--- config.mk ---
export PLATFORM = sky130hd
export DESIGN_NAME = flow_ctrl_param
export DESIGN_NICKNAME = d
export VERILOG_FILES = /design/src/rtl/flow_ctrl_param.sv
export SDC_FILE = /design/constraint.sdc
export NUM_CORES = 1
export LEC_CHECK = 0
export ABC_CLOCK_PERIOD_IN_PS = 2000
export CAP_MARGIN = 20
export CORE_MARGIN = 5
export CORE_UTILIZATION = 48
export CTS_BUF_LIST = sky130_fd_sc_hd__clkbuf_2
export CTS_CLUSTER_SIZE = 24
export DETAILED_ROUTE_END_ITERATION = 7
export PLACE_DENSITY = 0.8
export RECOVER_POWER = 100
export SLEW_MARGIN = 20
export SYNTH_ARGS = -nofsm -noshare
export SYNTH_HDL_FRONTEND = slang
export SYNTH_SLANG_ARGS = --single-unit
--- constraint.sdc ---
create_clock -name clk -period 2 [get_ports clk]
set_clock_uncertainty 0.15 [all_clocks]
set_input_delay 0.3 -clock clk [delete_from_list [all_inputs] [get_ports clk]]
set_output_delay 0.3 -clock clk [all_outputs]
set_load 0.05 [all_outputs]
--- src/rtl/flow_ctrl_param.sv ---
// Flow controller between a shared upstream FIFO (index 0) and NUM_CH downstream FIFOs.
// Registers FIFO status, runs a pause/run FSM with hold and hysteresis per channel, and counts pause cycles.
module flow_ctrl_param #(
    parameter int  NUM_CH   = 4,
    parameter int  HOLD_CYC = 2,
    parameter int  CNT_W    = 8,
    localparam int NF       = NUM_CH + 1
) (
    input  logic                    clk,
    input  logic                    reset_L,
    input  logic [NF-1:0]           almost_full_in,
    input  logic [NF-1:0]           full_in,
    input  logic [NF-1:0]           almost_empty_in,
    input  logic [NF-1:0]           empty_in,
    input  logic [NUM_CH-1:0]       continuar,
    input  logic                    clr_stats,
    output logic [NF-1:0]           almost_full,
    output logic [NF-1:0]           full,
    output logic [NF-1:0]           almost_empty,
    output logic [NF-1:0]           empty,
    output logic [NUM_CH-1:0]       cf,
    output logic                    pop_en,
    output logic [NUM_CH*CNT_W-1:0] pause_cycles
);

    localparam int HW = (HOLD_CYC > 0) ? $clog2(HOLD_CYC + 1) : 1;
    localparam logic [HW-1:0] HOLD_LD = HW'(HOLD_CYC);

    typedef enum logic {
        ST_PAUSE = 1'b0,
        ST_RUN   = 1'b1
    } state_t;

    logic [NF-1:0]    r_almost_full;
    logic [NF-1:0]    r_full;
    logic [NF-1:0]    r_almost_empty;
    logic [NF-1:0]    r_empty;
    state_t           r_state    [NUM_CH];
    state_t           w_state_nxt[NUM_CH];
    logic [HW-1:0]    r_hcnt     [NUM_CH];
    logic [HW-1:0]    w_hcnt_nxt [NUM_CH];
    logic [CNT_W-1:0] r_cnt      [NUM_CH];
    logic [NUM_CH-1:0] w_cause;
    logic [NUM_CH-1:0] w_release;

    // Status flag registers; empty resets high so nothing is read before real status arrives
    always_ff @(posedge clk or negedge reset_L) begin
        if (!reset_L) begin
            r_almost_full  <= '0;
            r_full         <= '0;
            r_almost_empty <= '0;
            r_empty        <= '1;
        end else begin
            r_almost_full  <= almost_full_in;
            r_full         <= full_in;
            r_almost_empty <= almost_empty_in;
            r_empty        <= empty_in;
        end
    end

    // Pause causes and release conditions from raw flags; channel i watches FIFO i+1
    always_comb begin
        w_cause   = '0;
        w_release = '0;
        for (int i = 0; i < NUM_CH; i++) begin
            w_cause[i]   = almost_full_in[i+1] | full_in[i+1] | ~continuar[i];
            w_release[i] = (almost_empty_in[i+1] | empty_in[i+1]) & continuar[i] & ~full_in[i+1];
        end
    end

    // Per-channel next state: cause reloads the hold, release only after the hold has drained
    always_comb begin
        for (int i = 0; i < NUM_CH; i++) begin
            w_state_nxt[i] = r_state[i];
            w_hcnt_nxt[i]  = r_hcnt[i];
            case (r_state[i])
                ST_RUN: begin
                    if (w_cause[i]) begin
                        w_state_nxt[i] = ST_PAUSE;
                        w_hcnt_nxt[i]  = HOLD_LD;
                    end else begin
                        w_state_nxt[i] = ST_RUN;
                    end
                end
                ST_PAUSE: begin
                    if (w_cause[i]) begin
                        w_hcnt_nxt[i] = HOLD_LD;
                    end else if (r_hcnt[i] != {HW{1'b0}}) begin
                        w_hcnt_nxt[i] = r_hcnt[i] - {{(HW-1){1'b0}}, 1'b1};
                    end else if (w_release[i]) begin
                        w_state_nxt[i] = ST_RUN;
                    end else begin
                        w_state_nxt[i] = ST_PAUSE;
                    end
                end
                default: begin
                    w_state_nxt[i] = ST_PAUSE;
                    w_hcnt_nxt[i]  = {HW{1'b0}};
                end
            endcase
        end
    end

    // Channel FSM state and hold counters
    always_ff @(posedge clk or negedge reset_L) begin
        if (!reset_L) begin
            for (int i = 0; i < NUM_CH; i++) begin
                r_state[i] <= ST_PAUSE;
                r_hcnt[i]  <= {HW{1'b0}};
            end
        end else begin
            for (int i = 0; i < NUM_CH; i++) begin
                r_state[i] <= w_state_nxt[i];
                r_hcnt[i]  <= w_hcnt_nxt[i];
            end
        end
    end

    // Saturating pause-cycle counters; clear wins over increment
    always_ff @(posedge clk or negedge reset_L) begin
        if (!reset_L) begin
            for (int i = 0; i < NUM_CH; i++) begin
                r_cnt[i] <= {CNT_W{1'b0}};
            end
        end else begin
            for (int i = 0; i < NUM_CH; i++) begin
                if (clr_stats) begin
                    r_cnt[i] <= {CNT_W{1'b0}};
                end else if ((r_state[i] == ST_PAUSE) && (r_cnt[i] != {CNT_W{1'b1}})) begin
                    r_cnt[i] <= r_cnt[i] + {{(CNT_W-1){1'b0}}, 1'b1};
                end else begin
                    r_cnt[i] <= r_cnt[i];
                end
            end
        end
    end

    // Output mapping from registered state
    always_comb begin
        almost_full  = r_almost_full;
        full         = r_full;
        almost_empty = r_almost_empty;
        empty        = r_empty;
        cf           = '0;
        pause_cycles = '0;
        for (int i = 0; i < NUM_CH; i++) begin
            cf[i]                          = (r_state[i] == ST_RUN);
            pause_cycles[i*CNT_W +: CNT_W] = r_cnt[i];
        end
    end

    assign pop_en = ~empty_in[0] & (&cf);

endmodule
==> flow_metrics.py, run 1 <==
metrics = {
    "sta": {
        "relSlewSlack_pct": 37.46,
        "tightest_slew_ns": 0.9381,
        "slew_viol_final": 0,
        "max_freq_mhz": 531.2,
        "fin_crit_ns": 1.882,
        "hold_violations": 0,
        "rsz0062_at_grt": "yes",
        "setup_violations": 0,
        "setup_ws_ns": 0.1176,
        "finalCritPeriodShare_pct": 94.12,
    },
    "detailed_routing": {
        "routed_wl_mm": 6.110,
        "detail-route-antenna-nets": 0,
        "drc": 0,
        "drt_pre_antenna_iters": 4,
        "viasPerCell": 5.239,
        "drt-initial-drc-count": 76,
        "wire_per_inst_um": 14.01,
        "vias": 2284,
    },
    "worst_setup_path": {
        "end_kind": "output pin",
        "crit_family": "flip-flops",
        "crit_chain": "nand3_1 > nor3_4 > buf_12",
        "cp.required_ns": 1.55,
        "crit_fanout": 7,
        "worst-setup-path-type": "register to output pin",
        "crit_path_start_kind": "register",
        "critPathSlowestCell": "dfrtp_2",
        "cp_slowest_stage_delay_ns": 0.47,
        "cp.arrival_ns": 1.43,
        "cp.buffers_inverters": 1,
    },
    "finish": {
        "num_antenna_cells": 0,
        "drive_gt1_share_pct": 20.33,
        "fin_nets": 394,
        "postLayoutCellArea_sq_um": 3650,
        "areaGrowthSynthToFinish_pct": 31.46,
        "final_util_pct": 65.48,
        "fin_cells": 436,
        "fill_cells": 502,
    },
    "synthesis": {
        "synth_top_area_share_pct": 53.18,
        "ys_types": 41,
        "yosysTopAreaCell": "dfrtp_1",
        "synth_common_cells": "dfrtp_1 (59), nor2_1 (45), inv_1 (15)",
        "syn_area_per_cell_sq_um": 10.64,
        "synthesis.area_sq_um": 2776,
        "ys_async_sr_fraction_pct": 100.0,
        "ys_ff_latch": 64,
        "yosys_warnings": 0,
        "synth_cells": 261,
        "synth_edf_count": 0,
        "synthesis.nets": 296,
        "synth_area_leaders": "dfrtp_1 (53%), nor2_1 (6.1%), dfstp_2 (4.7%), ha_1 (3.6%), mux2i_1 (2.9%)",
        "synth_ff_type": "dfrtp_1",
        "yosysMostFrequentCell": "dfrtp_1",
        "synth_seq_area_share_pct": 57.91,
    },
    "power": {
        "p_clk_share_pct": 25.4,
        "switching_share_pct": 31.76,
        "p_switching_w": 0.0007543,
        "seqPwrFrac_pct": 58.3,
        "peakVddDrop_v": 0.0003543,
        "powerDensity_nw_per_um2": 650.7,
        "p_leak_nw": 1.692,
        "p_int_w": 0.001620,
        "pwr-share-comb_pct": 16.3,
        "p_total_w": 0.002375,
    },
    "cts": {
        "numCtsBuffers": 9,
        "htreeDepth": 3,
        "clkTransAtPathRegs_ns": 0.18,
        "clock_latency_ns": 0.48,
        "clock-root-buffer": "clkbuf_2",
        "clock_path_buffers": 2,
        "cts_num_sinks": 64,
        "cts_tree": "built",
    },
    "die": {
        "core_area_sq_um": 5574,
        "start_util_pct": 49.81,
        "rows": 27,
        "fp.dieW_um": 86.06,
        "die_h_um": 86.06,
        "dieArea_sq_um": 7405,
        "io_pins": 84,
    },
    "grt": {
        "track_usage_pct": 18.43,
        "grt_max_degree": 49,
        "grt_pass1_vias": 2321,
        "grt-ovfl-total": 0,
        "antenna_found_initial": 0,
        "grt_pass1_wl_mm": 10.74,
    },
    "placed_design": {
        "dpl_worst_slack_ns": 0.2626,
        "place.port_buffers": 83,
        "dpl-instance-area_sq_um": 3637,
        "dp_hpwl_mm": 4.560,
        "dp.cells": 415,
        "place_congestion": 0.8109,
    },
    "status": {
        "run_status": "complete, no violations",
    },
    "hold_path": {
        "hold_class": "input port to register",
    },
    "job": {
        "maxCapViolations": 0,
    },
}
==> state kept, by name, indices dropped and copies added (netlist names) <==
name	cells
almost_empty	5
cf	4
pause_cycles	32
full	5
r_hcnt	8
empty	5
almost_full	5
==> layer usage <==
layer	up-vias	share of wire [%]	global-route usage [%]
li1	1101	-	-
met1	1107	41	22.22
met2	67	51	29.92
met3	9	7.0	5.572
met4	0	1.5	9.065
met5	-	0	0
==> path summary, 6_finish.rpt <==
check / slack, ns / depth (start not counted) / start / end
setup / recovery: 0.12 / 3 / cf[2] / pop_en
hold / removal: 0.15 / 1 / empty_in[0] / empty[0]
setup reg to reg: 0.19 / 5 / cf[0] / pause_cycles[5]
hold reg to reg: 0.41 / 1 / pause_cycles[12] / pause_cycles[12]
max in group asynchronous: 0.57 / 3 / reset_L / empty[4]
min in group asynchronous: 0.32 / 2 / reset_L / full[2]
==> power by group through the flow <==
stage          clock network (W)  logic (W)  registers, W
2_1_floorplan                  0  0.0000840       0.00156
3_3_place_gp                   0   0.000420       0.00141
3_5_place_dp                   0   0.000426       0.00141
4_1_cts                 0.000625   0.000414       0.00139
5_1_grt                 0.000704   0.000418       0.00139
6_report                0.000603   0.000387       0.00138
==> metrics by stage <==
step           setup TNS (ns)  hold slack [ns]
3_3_place_gp                0          0.09651
6_report                    0           0.1506
3_5_place_dp                0          0.09585
2_1_floorplan               0          -0.1456
5_1_grt              -0.03078          0.08763
4_1_cts                     0          0.05528
==> placed cells by master (no fill, tap or decap), drive strengths merged, types with 9 or more instances in the layout <==
cell / n
o21ai: 11
dlygate4sd2: 16
buf: 10
dlygate4sd3: 20
nor2: 45
nor3: 12
clkbuf: 44
a21oi: 14
dfrtp: 59
inv: 15
xnor2: 9
nand2: 14
==> cell type report <==
| cell class | count | area, sq um | share of cell area, % |
|---|---|---|---|
| well taps | 72 | 90.09 | 2.468 |
| flip-flops and latches | 64 | 1613 | 44.19 |
| multi-input cells | 179 | 1102 | 30.20 |
| repair buffers | 90 | 704.4 | 19.30 |
| clock buffers | 9 | 45.04 | 1.234 |
| clock inverters | 7 | 38.79 | 1.063 |
| inverters | 15 | 56.30 | 1.543 |
==> kinds of logic after synthesis <==
family | share of synthesized area, %
AND/OR/NAND/NOR | 19.51
adder cells (fa/ha/maj) | 3.605
AO/OA/AOI/OAI | 9.238
buffers and inverters | 2.433
flip-flops | 57.91
XOR/XNOR | 4.416
multiplexers | 2.884
==> worst reg2reg max path: stages, from the launching register on <==
cell and delay [ns]:
dfrtp_2 0.46, buf_4 0.16, and4b_1 0.29, o21ai_0 0.18, or4_1 0.43, o21ai_0 0.08
==> timing repair <==
action                     CTS  global route
gates cloned                 0             0
hold endpoints to repair    60             0
resized for setup           22             4
buffers inserted             0             4
hold buffers                 1             0
setup endpoints to repair   20             4
Power figures use the tool's default switching activity.
==> run 2, diff against run 1 <==
Settings changed: ABC_AREA from default to 1, CORE_UTILIZATION 48 to 50, PLACE_DENSITY 0.8 to 0.81.
==> run 2 against run 1 <==
Clock-buffer cell count up 1. Critical path type unchanged. Clock power grew 28%. Largest power group unchanged. Register-to-register slack improved by 0.03 ns. Die area grew 3.7%. Worst setup slack lost 0.039 ns. Cell count increased by 22%. Critical endpoint unchanged. Largest cell class unchanged. First-iteration DRC count increased by 21%.
==> flow_metrics.py, run 2 <==
metrics = {
    "detailed_routing": {
        "routed_wl_mm": 7.138,
        "drt-initial-drc-count": 92,
        "viasPerCell": 5.090,
        "detail-route-antenna-nets": 0,
        "wire_per_inst_um": 13.39,
        "drt_pre_antenna_iters": 4,
        "vias": 2713,
        "drc": 0,
    },
    "grt": {
        "grt_pass1_vias": 2722,
        "grt-ovfl-total": 0,
        "grt_max_degree": 65,
        "antenna_found_initial": 0,
        "track_usage_pct": 20.26,
        "grt_pass1_wl_mm": 12.13,
    },
    "synthesis": {
        "synth_compound_area_share_pct": 5.523,
        "ys_async_sr_fraction_pct": 100.0,
        "synth_cells": 354,
        "synthesis.area_sq_um": 3013,
        "synth_top_family_by_area": "simple AND/OR/NAND/NOR gates",
        "ys_types": 29,
        "synthesis.nets": 389,
        "syn_area_per_cell_sq_um": 8.511,
        "synth-xor-area-share_pct": 1.744,
        "yosys.area_share.simple_pct": 29.98,
        "synthAdderAreaFrac_pct": 3.322,
        "yosys_warnings": 0,
        "synth_seq_area_share_pct": 53.36,
        "synth.mux.area_fraction_pct": 0,
        "synth_area_leaders": "dfrtp_1 (49%), nand2_1 (11%), nand3_1 (6.0%), nor2_1 (5.7%), dfstp_2 (4.4%)",
        "yosysTopAreaCell": "dfrtp_1",
        "synth_edf_count": 0,
        "ys_ff_latch": 64,
        "yosysMostFrequentCell": "nand2_1",
        "synth_ff_type": "dfrtp_1",
        "synth_top_area_share_pct": 49.00,
        "synth_common_cells": "nand2_1 (88), dfrtp_1 (59), nor2_1 (46)",
    },
    "worst_setup_path": {
        "critPathSlowestCell": "dfrtp_2",
        "end_kind": "output pin",
        "worst-r2r-setup-slack_ns": 0.22,
        "crit_fanout": 8,
        "r2r_start": "pause_cycles[8]",
        "ff2ff_path_depth": 8,
        "cp.arrival_ns": 1.47,
        "cp_slowest_stage_delay_ns": 0.49,
        "reg2reg_to": "pause_cycles[14]",
        "worst-setup-path-type": "register to output pin",
        "crit_path_start_kind": "register",
        "crit_chain": "nand3_1 > nor3_4 > buf_12",
        "cp.required_ns": 1.55,
    },
    "finish": {
        "largest_register_ffs": 32,
        "fin_nets": 488,
        "areaGrowthSynthToFinish_pct": 28.36,
        "final_cell_mix": "nand2_1 (93), dfrtp_1 (56), nor2_1 (51), clkbuf_2 (46), nand3_1 (36)",
        "layout_commonest_cell": "nand2_1",
        "num_antenna_cells": 0,
        "drive_gt1_share_pct": 17.47,
        "fin_cells": 533,
    },
    "cts": {
        "clock-root-buffer": "clkbuf_2",
        "clock_latency_ns": 0.51,
        "numCtsBuffers": 9,
        "htreeDepth": 3,
        "clock_path_buffers": 2,
        "clkTransAtPathRegs_ns": 0.19,
        "cts_tree": "built",
        "cts_num_sinks": 64,
    },
    "sta": {
        "rsz0062_at_grt": "yes",
        "setup_violations": 0,
        "finalCritPeriodShare_pct": 96.09,
        "relSlewSlack_pct": 42.62,
        "slew_viol_final": 0,
        "tightest_slew_ns": 0.8606,
        "max_freq_mhz": 520.4,
        "fin_crit_ns": 1.922,
        "hold_violations": 0,
        "setup_ws_ns": 0.07826,
    },
    "die": {
        "die_h_um": 87.63,
        "rows": 28,
        "io_pins": 84,
        "dieArea_sq_um": 7678,
        "fp.dieW_um": 87.63,
        "core_area_sq_um": 5886,
        "start_util_pct": 51.19,
    },
    "hold_path": {
        "holdPathStages": 1,
        "hold_end": "empty[0]",
        "hold_path_startpoint": "empty_in[0]",
        "hold_class": "input port to register",
    },
    "placed_design": {
        "place_congestion": 0.8520,
        "dp.cells": 510,
        "dp_hpwl_mm": 5.142,
        "place.port_buffers": 83,
        "dpl_worst_slack_ns": 0.3353,
    },
    "power": {
        "powerDensity_nw_per_um2": 657.7,
        "p_leak_nw": 2.059,
        "peakVddDrop_v": 0.0004665,
    },
    "status": {
        "run_status": "complete, no violations",
    },
    "job": {
        "maxCapViolations": 0,
    },
}
## run 2: power breakdown
group / switching, W / internal, W
registers: 0.0000343 / 0.00135
clock network: 0.000485 / 0.000287
logic: 0.000276 / 0.000114
total: 0.000795 / 0.00175
## run 2: critical path, delay by kind of cell (launching register included)
kind	cells	cell delay, ns
buf+inv	1	0.16
flops	1	0.49
simple gates	2	0.31
## run 2: how the worst max path moves through the flow
stage,from,endpoint,slack (ns)
floorplan,cf[1],pop_en,0.07
global placement,pause_cycles[6],pause_cycles[6],0.37
detailed placement,pause_cycles[6],pause_cycles[6],0.34
CTS,cf[3],pop_en,0.007
global route,cf[0],pop_en,-0.01
finish,cf[0],pop_en,0.08
## run 2: metal layers
layer / global-route usage (%) / routed length (um) / vias up
met4: 9.902 / 174 / 0
met5: 0 / 0 / -
li1: - / - / 1333
met2: 34.04 / 3623 / 97
met3: 5.550 / 514 / 22
met1: 23.93 / 2826 / 1261
## run 2: cells by family after synthesis
| family | after synthesis |
|---|---|
| AO/OA/AOI/OAI | 28 |
| XOR/XNOR | 6 |
| adder cells (fa/ha/maj) | 8 |
| buffers and inverters | 43 |
| flip-flops | 64 |
| AND/OR/NAND/NOR | 205 |
## run 2: stage by stage
stage	util [%]	hold WS, ns	TNS, ns	power (W)	instance area (sq um)
2_1_floorplan	-	-0.1456	0	0.001645	3024
3_3_place_gp	65.54	0.1915	0	0.001826	3857
3_5_place_dp	65.54	0.1930	0	0.001837	3857
4_1_cts	67.26	0.02470	0	0.002590	3959
5_1_grt	65.71	0.1079	-0.01127	0.002659	3867
6_report	65.71	0.1485	0	0.002544	3867
## run 2: final cells by class
class	count	area (sq um)
fillers	537	2018
flip-flops and latches	64	1612
multi-input cells	247	1199
repair buffers	93	710.7
inverters	38	142.6
well taps	75	93.84
clock inverters	6	60.06
clock buffers	10	50.05
## run 2: what timing repair did
item                                    in CTS  in global routing
buffers inserted                             0                  5
hold buffers                                 1                  1
gates resized for setup                     21                  2
endpoints found under the hold margin       64                  1
endpoints found under the setup margin      19                  3
==> run 3, diff against run 2 <==
--- a/config.mk
+++ b/config.mk
@@ -11,3 +11,3 @@
 export CORE_MARGIN = 5
-export CORE_UTILIZATION = 50
+export CORE_UTILIZATION = 52
 export CTS_BUF_LIST = sky130_fd_sc_hd__clkbuf_2
@@ -15,4 +15,6 @@
 export DETAILED_ROUTE_END_ITERATION = 7
-export PLACE_DENSITY = 0.81
+export DONT_BUFFER_PORTS = 1
+export PLACE_DENSITY = 0.65
 export RECOVER_POWER = 100
+export REMOVE_ABC_BUFFERS = 1
 export SLEW_MARGIN = 20
--- a/constraint.sdc
+++ b/constraint.sdc
@@ -4,2 +4,2 @@
 set_output_delay 0.3 -clock clk [all_outputs]
-set_load 0.05 [all_outputs]
+set_load 0.005 [all_outputs]
==> run 3 against run 2 <==
Final area decreased by 12%. Non-clock buffer count fell by 65. Via count fell by 12%. Maximum frequency is 6.5% higher. Combinational power fell by 55%. Critical path depth increased by 5. Global-route usage down 1.6 points. Largest power group unchanged.
==> flow_metrics.py, run 3 (synthesis results as in run 2) <==
metrics = {
    "status": {
        "run_status": "complete, no violations",
    },
    "die": {
        "io_pins": 84,
        "rows": 27,
        "core_area_sq_um": 5574,
        "dieArea_sq_um": 7417,
        "start_util_pct": 54.05,
        "fp.dieW_um": 86.12,
        "die_h_um": 86.12,
    },
    "power": {
        "peakVddDrop_v": 0.0004324,
        "p_total_w": 0.002298,
        "switching_share_pct": 25.65,
        "p_int_w": 0.001709,
        "powerDensity_nw_per_um2": 674.0,
        "pwr-share-comb_pct": 7.6,
        "seqPwrFrac_pct": 60.6,
        "p_switching_w": 0.0005894,
        "p_clk_share_pct": 31.8,
        "p_leak_nw": 1.715,
    },
    "sta": {
        "slew_viol_final": 0,
        "relSlewSlack_pct": 43.13,
        "setup_ws_ns": 0.1963,
        "max_freq_mhz": 554.4,
        "rsz0062_at_grt": "no",
        "fin_crit_ns": 1.804,
        "finalCritPeriodShare_pct": 90.19,
        "setup_violations": 0,
        "hold_violations": 0,
        "tightest_slew_ns": 0.8530,
        "tns_ns": 0,
    },
    "detailed_routing": {
        "vias": 2397,
        "routed_wl_mm": 6.568,
        "viasPerCell": 5.155,
        "wire_per_inst_um": 14.12,
        "drt_pre_antenna_iters": 4,
        "detail-route-antenna-nets": 0,
        "drc": 0,
        "drt-initial-drc-count": 50,
    },
    "placed_design": {
        "place_congestion": 0.8327,
        "dp.cells": 422,
        "dp_hpwl_mm": 4.534,
        "dpl_worst_slack_ns": 0.3932,
        "place.port_buffers": 0,
    },
    "cts": {
        "cts_num_sinks": 64,
        "clock_path_buffers": 2,
        "htreeDepth": 3,
        "clock_latency_ns": 0.46,
        "numCtsBuffers": 9,
        "clkTransAtPathRegs_ns": 0.18,
        "cts_tree": "built",
        "clock-root-buffer": "clkbuf_2",
        "post_cts_buffers": 0,
    },
    "finish": {
        "fin_nets": 423,
        "areaGrowthSynthToFinish_pct": 13.16,
        "num_antenna_cells": 0,
        "fin_cells": 465,
        "drive_gt1_share_pct": 8.651,
        "largest_register_ffs": 32,
        "final_cell_mix": "nand2_1 (91), dfrtp_1 (56), nor2_1 (49), nand3_1 (36), inv_1 (34)",
        "layout_commonest_cell": "nand2_1",
        "final_util_pct": 61.17,
    },
    "grt": {
        "grt_pass1_vias": 2299,
        "grt_pass1_wl_mm": 10.81,
        "antenna_found_initial": 0,
        "grt_max_degree": 65,
        "track_usage_pct": 18.66,
        "grt-ovfl-total": 0,
    },
    "worst_setup_path": {
        "startpoint": "pause_cycles[24]",
        "crit_fanout": 9,
        "worst-setup-path-type": "register to register",
        "crit_path_start_kind": "register",
        "end_kind": "register",
        "ff2ff_path_depth": 8,
        "cp.required_ns": 2.19,
        "cp.arrival_ns": 2.00,
        "r2r_start": "pause_cycles[24]",
    },
    "hold_path": {
        "hold_path_startpoint": "empty_in[0]",
        "hold_class": "input port to register",
        "holdPathStages": 1,
    },
    "job": {
        "maxCapViolations": 0,
    },
}
==> run 3: final cells by class <==
| class | instances | area [sq um] |
|---|---|---|
| clock buffers | 11 | 55.05 |
| clock inverters | 5 | 47.55 |
| fillers | 499 | 2165 |
| inverters | 38 | 143.9 |
| multi-input cells | 247 | 1189 |
| flip-flops and latches | 64 | 1612 |
| well taps | 72 | 90.09 |
| repair buffers | 28 | 272.8 |
==> run 3: final timing paths <==
check,endpoint,slack (ns)
setup / recovery,pause_cycles[25],0.20
hold / removal,empty[0],0.23
setup reg to reg,pause_cycles[25],0.20
hold reg to reg,r_hcnt[1],0.37
max in group asynchronous,cf[1],0.71
min in group asynchronous,almost_empty[4],0.37
==> run 3: what timing repair did <==
item / 4_1_cts / 5_1_grt
resized for setup: 0 / 3
hold buffers: 27 / 0
endpoints found under the setup margin: 0 / 1
endpoints found under the hold margin: 125 / 0
==> run 3: per-stage QoR <==
stage	cell area, sq um	hold slack [ns]
after floorplan	2977	-0.1456
after global placement	3074	-0.1440
after detailed placement	3074	-0.1435
after CTS	3465	0.1680
after global routing	3410	0.1629
final	3410	0.2274
==> run 3: routing by layer <==
| layer | routed length [um] | part of all wire (%) | up-vias | track usage [%] |
|---|---|---|---|---|
| met2 | 3211 | 49 | 66 | 30.62 |
| met3 | 491 | 7.5 | 5 | 6.436 |
| met5 | 0 | 0 | - | 0 |
| met1 | 2816 | 43 | 1115 | 23.03 |
| met4 | 49 | 0.75 | 0 | 6.043 |
| li1 | - | - | 1211 | - |
==> run 3: power groups by stage <==
stage	logic, W	registers, W	clock network (W)
floorplan	0.0000831	0.00141	0
global placement	0.000100	0.00142	0
detailed placement	0.000104	0.00142	0
CTS	0.000187	0.00140	0.000761
global route	0.000206	0.00140	0.000817
finish	0.000175	0.00139	0.000730
==> run 3: critical path, stage by stage (launching register included) <==
cell	delay [ns]
dfrtp_1	0.47
ha_1	0.20
nand2_1	0.09
nor2_1	0.18
nand2_1	0.08
nand2_1	0.26
nor2_2	0.11
nand2_1	0.09
nand2_1	0.05
==> RTL edit 1: new RTL, flow settings as in run 1 <==
`NUM_CH`: 4 -> 2.
--- a/src/rtl/flow_ctrl_param.sv
+++ b/src/rtl/flow_ctrl_param.sv
@@ -2,5 +2,5 @@
 // Registers FIFO status, runs a pause/run FSM with hold and hysteresis per channel, and counts pause cycles.
 module flow_ctrl_param #(
-    parameter int  NUM_CH   = 4,
+    parameter int  NUM_CH   = 2,
     parameter int  HOLD_CYC = 2,
     parameter int  CNT_W    = 8,
Ports: changed (11 resized); port bits go from 84 to 48. The function was not compared with the original's and may differ.
==> RTL edit 1 against run 1 <==
Combinational power decreased by 45%. First-iteration DRC count increased by 43%. Count of clock-buffer cells in the layout decreased by 4. Routed wire length decreased by 44%. Synthesized area decreased by 46%. Worst setup slack improved by 0.0096 ns. Cell area decreased by 47%. Clock power decreased by 52%. Power decreased by 48%. Sequential cell count decreased by 30. Fmax increased by 0.51%. Critical path type is now reg -> reg. Highest routed layer unchanged.
==> RTL edit 1: results (changes against run 1) <==
stage,metric,value,unit,change
yosys,Post-Synth XOR/XNOR Area,0.0117,,-0.0325
yosys,Cells after Synth,134,,-49%
global_route,met2 Usage GRT,0.294,,-0.00511
layout,Final nets,210,,-47%
critical_path,FF-to-FF path depth,4,,-1
layout,Largest register FFs,16,,-50%
place,I/O Buffers,47,,-43%
global_route,first-pass GRT wire length,5690,um,-47%
run_status,status,completed,,
global_route,M1 GR Usage,0.204,,-0.0184
clock_network,CTS Buf Count,5,,-4
route,vias per cell,5.38,,+2.6%
place,Post-DP Area,0.00200,sq mm,-45%
yosys,Post-Syn Nets,155,,-48%
layout,Fill cells,277,,-45%
sta,Fin Hold WS,0.319,ns,+0.169 ns
yosys,"Seq/Total Area, Yosys",0.571,,-0.00802
critical_path,Worst Path Arrival,2.00,ns,+0.57 ns
layout,fin util,0.644,,-0.0110
sta,Slew @ Worst Pin,0.821,ns,-0.117 ns
power_and_ir_drop,leakage,0.921,nW,-46%
route,initial DRC count,109,,+43%
critical_path,Reg-to-Reg End,pause_cycles[8]$_DFFE_PN0P_,,
clock_network,H-tree depth,2,,-1
critical_path,critical path peak fanout,6,,-1
worst_hold_path,hold path endpoint,empty[1]$_DFF_PN1_,,
layout,share of cells above drive strength 1,0.184,,-0.0191
yosys,Synth Area in Compound Gates,0.116,,+0.0238
yosys,most instantiated cells after synthesis,"dfrtp_1, nand2_1, nor2_1, a21oi_1, inv_1",,
power_and_ir_drop,Max VDD drop,0.407,mV,+15%
global_route,met3 usage,0.0714,,+0.0157
yosys,post-synthesis mux area share,0.0493,,+0.0205
route,Avg WL per Cell,14.5,um,+3.4%
clock_network,worst-skew pair later-pin latency,0.37,ns,-0.11 ns
RTL edit 1: cell types whose count changed after synthesis, moves of 5 or more:
cell            run 1  this run
nor2_1             45        11
dfrtp_1            59        31
inv_1              15         7
xor2_1              5         0
nor3_1             12         4
a21oi_1            14         7
xnor2_1             9         2
RTL edit 1: power by group:
part,internal (mW),switching [mW]
clock,0.0745,0.216
sequential,0.716,0.0189
combinational,0.0649,0.146
RTL edit 1: area by class of cell:
class	instances	share of cell area
Clock buffer	5	0.0128
Multi-Input combinational cell	91	0.310
Inverter	8	0.0154
Timing Repair Buffer	49	0.189
Clock inverter	3	0.00578
Sequential cell	34	0.439
Tap cell	44	0.0282
RTL edit 1: how the worst max path moves through the flow:
stage	startpoint	end	slack (ns)
6_report	pause_cycles[8]$_DFFE_PN0P_	pause_cycles[8]$_DFFE_PN0P_	0.13
5_1_grt	cf[1]$_DFF_PN0_	pop_en	0.01
4_1_cts	full[1]$_DFF_PN0_	full[1]	0.001
3_5_place_dp	pause_cycles[8]$_DFFE_PN0P_	pause_cycles[8]$_DFFE_PN0P_	0.19
3_3_place_gp	pause_cycles[8]$_DFFE_PN0P_	pause_cycles[8]$_DFFE_PN0P_	0.27
2_1_floorplan	pause_cycles[8]$_DFFE_PN0P_	pause_cycles[8]$_DFFE_PN0P_	0.04
RTL edit 1: layer usage:
metal,part of all wire,vias up
li1,-,597
met1,0.38,607
met2,0.52,46
met3,0.076,8
met4,0.018,0
met5,0,-
RTL edit 1: critical path, delay by kind of cell (launching register included):
family                     cells  cell delay [ns]
DFF                            1             0.47
and+or+nand+nor                1             0.24
AOI/OAI and AO/OA              1             0.30
adders and majority gates      1             0.26
muxes                          1             0.37
RTL edit 1: timing repair:
action,CTS,global route
gates resized for setup,8,2
setup buffers,0,0
endpoints found under the setup margin,8,2
==> RTL edit 2: new RTL, flow settings as in run 1 <==
Without the edit above. Make the reset (`reset_L`) synchronous in 3 clocked blocks.
--- a/src/rtl/flow_ctrl_param.sv
+++ b/src/rtl/flow_ctrl_param.sv
@@ -45,5 +45,5 @@
 
     // Status flag registers; empty resets high so nothing is read before real status arrives
-    always_ff @(posedge clk or negedge reset_L) begin
+    always_ff @(posedge clk) begin
         if (!reset_L) begin
             r_almost_full  <= '0;
@@ -103,5 +103,5 @@
 
     // Channel FSM state and hold counters
-    always_ff @(posedge clk or negedge reset_L) begin
+    always_ff @(posedge clk) begin
         if (!reset_L) begin
             for (int i = 0; i < NUM_CH; i++) begin
@@ -118,5 +118,5 @@
 
     // Saturating pause-cycle counters; clear wins over increment
-    always_ff @(posedge clk or negedge reset_L) begin
+    always_ff @(posedge clk) begin
         if (!reset_L) begin
             for (int i = 0; i < NUM_CH; i++) begin
Function: differs if reset_L is asserted again (counterexample within 4 cycles, from zero or initial values and one cycle with reset_L low); with reset_L held inactive, the same outputs for 10 cycles.
==> RTL edit 2 against run 1 <==
Synthesized area increased by 3.4%. Routed wire length increased by 7.2%. Combinational power shrank 10%. Register-to-register slack got worse by 0.04 ns. Cell area increased by 1.9%. Power up 0.72%. Global-route usage is 0.65 points lower. Worst setup slack better by 0.027 ns. Highest routed layer unchanged. Sequential cell count unchanged. Non-clock buffer count rose by 3.
==> RTL edit 2: results (changes against run 1) <==
stage,metric,value,unit,change
route,vias,2401,,+5.1%
yosys,"FFs w/ async S/R, synth",0,,-1.00
power_and_ir_drop,leakage,1.48,nW,-13%
global_route,first-pass GRT wire length,10600,um,-1.4%
route,Avg WL per Cell,14.3,um,+2.2%
place,pre-CTS WS,0.0976,ns,-0.165 ns
route,metal3 WL,451,um,+5.1%
critical_path,"Largest stage delay, worst path",0.54,ns,+0.07 ns
yosys,"Seq/Total Area, Yosys",0.558,,-0.0214
critical_path,kind of cell adding the most delay to the critical path,buffers and inverters,,
global_route,number of global-route vias before repair,2333,,+0.52%
critical_path,critical path peak fanout,3,,-4
global_route,met3 usage,0.0426,,-0.0131
place,RePlAce Congestion,0.821,,+1.2%
yosys,dominant cells by area after synthesis,"edfxtp_1, dfxtp_1, and2_1",,
global_route,met2 Usage GRT,0.301,,+0.00214
layout,Final nets,412,,+4.6%
layout,post-route cell area,0.00372,sq mm,+1.9%
route,met1 wire length,2780,um,+12%
global_route,M1 GR Usage,0.210,,-0.0125
place,dpl cells,441,,+6.3%
clock_network,Worst-path clk slew,0.16,ns,-0.02 ns
route,metal2 WL,3190,um,+2.4%
clock_network,post-CTS setup buffers,0,,unchanged
sta,Slew @ Worst Pin,1.05,ns,+0.113 ns
layout,share of cells above drive strength 1,0.183,,-0.0201
route,Total Wirelength,6550,um,+7.2%
yosys,Cell variety after synth,32,,-22%
critical_path,Slowest cell on crit path,dlygate4sd2_1,,
clock_network,worst-skew pair later-pin latency,0.46,ns,-0.02 ns
clock_network,post-CTS sizing,24,,+9.1%
clock_network,hold buffer count at cts,0,,-1
power_and_ir_drop,cell-internal power,1.73,mW,+6.5%
run_status,status,completed,,
power_and_ir_drop,Max VDD drop,0.342,mV,-3.4%
layout,Fill cells,532,,+6.0%
place,DP HPWL,5000,um,+9.7%
yosys,Post-synth EDFFs,32,,+32
yosys,most instantiated cells after synthesis,"dfxtp_1, edfxtp_1, nor2_1",,
critical_path,Worst Path Arrival,1.41,ns,-0.02 ns
yosys,Post-Syn Nets,317,,+7.1%
route,initial DRC count,109,,+43%
global_route,gr usage total,0.178,,-0.00649
## RTL edit 2: cell count changes in the layout (fill, tap and decap cells not counted), moves of 7 or more
cell	delta
dfxtp_1	+28
nor2_1	-19
dfrtp_1	-55
o21ai_0	+8
and2_0	+7
nor3_1	-8
clkdlybuf4s50_1	+20
mux2i_1	-8
edfxtp_1	+32
and2_1	+11
dlygate4sd3_1	-20
nand3_1	+8
## RTL edit 2: worst paths after layout
path,cells past startpoint,end,start,slack [ns]
max,1,pause_cycles[31],r_cnt[3][7]$_SDFFCE_PN0P_,0.14
min,2,full[0]$_SDFF_PN0_,full_in[0],0.24
max reg2reg,4,r_cnt[2][4]$_SDFFCE_PN0P_,r_cnt[2][0]$_SDFFCE_PN0P_,0.15
min reg2reg,2,r_state[3]$_DFF_P_,r_state[3]$_DFF_P_,0.39
## RTL edit 2: final cells by class
class / count / area share
clock buffer: 14 / 0.0188
clock inverter: 2 / 0.00236
inverter: 20 / 0.0202
timing repair buffer: 93 / 0.192
sequential: 64 / 0.432
multi-input combinational: 189 / 0.309
tap: 75 / 0.0252
## RTL edit 2: power by group through the flow
stage          combinational, mW  sequential [mW]  clock [mW]
2_1_floorplan             0.0953             1.59           0
3_3_place_gp               0.369             1.46           0
3_5_place_dp               0.374             1.47           0
4_1_cts                    0.361             1.44       0.628
5_1_grt                    0.375             1.44       0.694
6_report                   0.348             1.44       0.608
## RTL edit 2: cells by family (layout without fill, tap and decap cells)
logic type	after synthesis	after routing	share of synthesized area
XOR/XNOR	14	14	0.0427
flip-flops	64	64	0.558
AO/OA/AOI/OAI	53	53	0.109
adder cells (fa/ha/maj)	8	8	0.0349
buffers and inverters	29	129	0.0431
AND/OR/NAND/NOR	112	112	0.204
multiplexers	2	2	0.00784
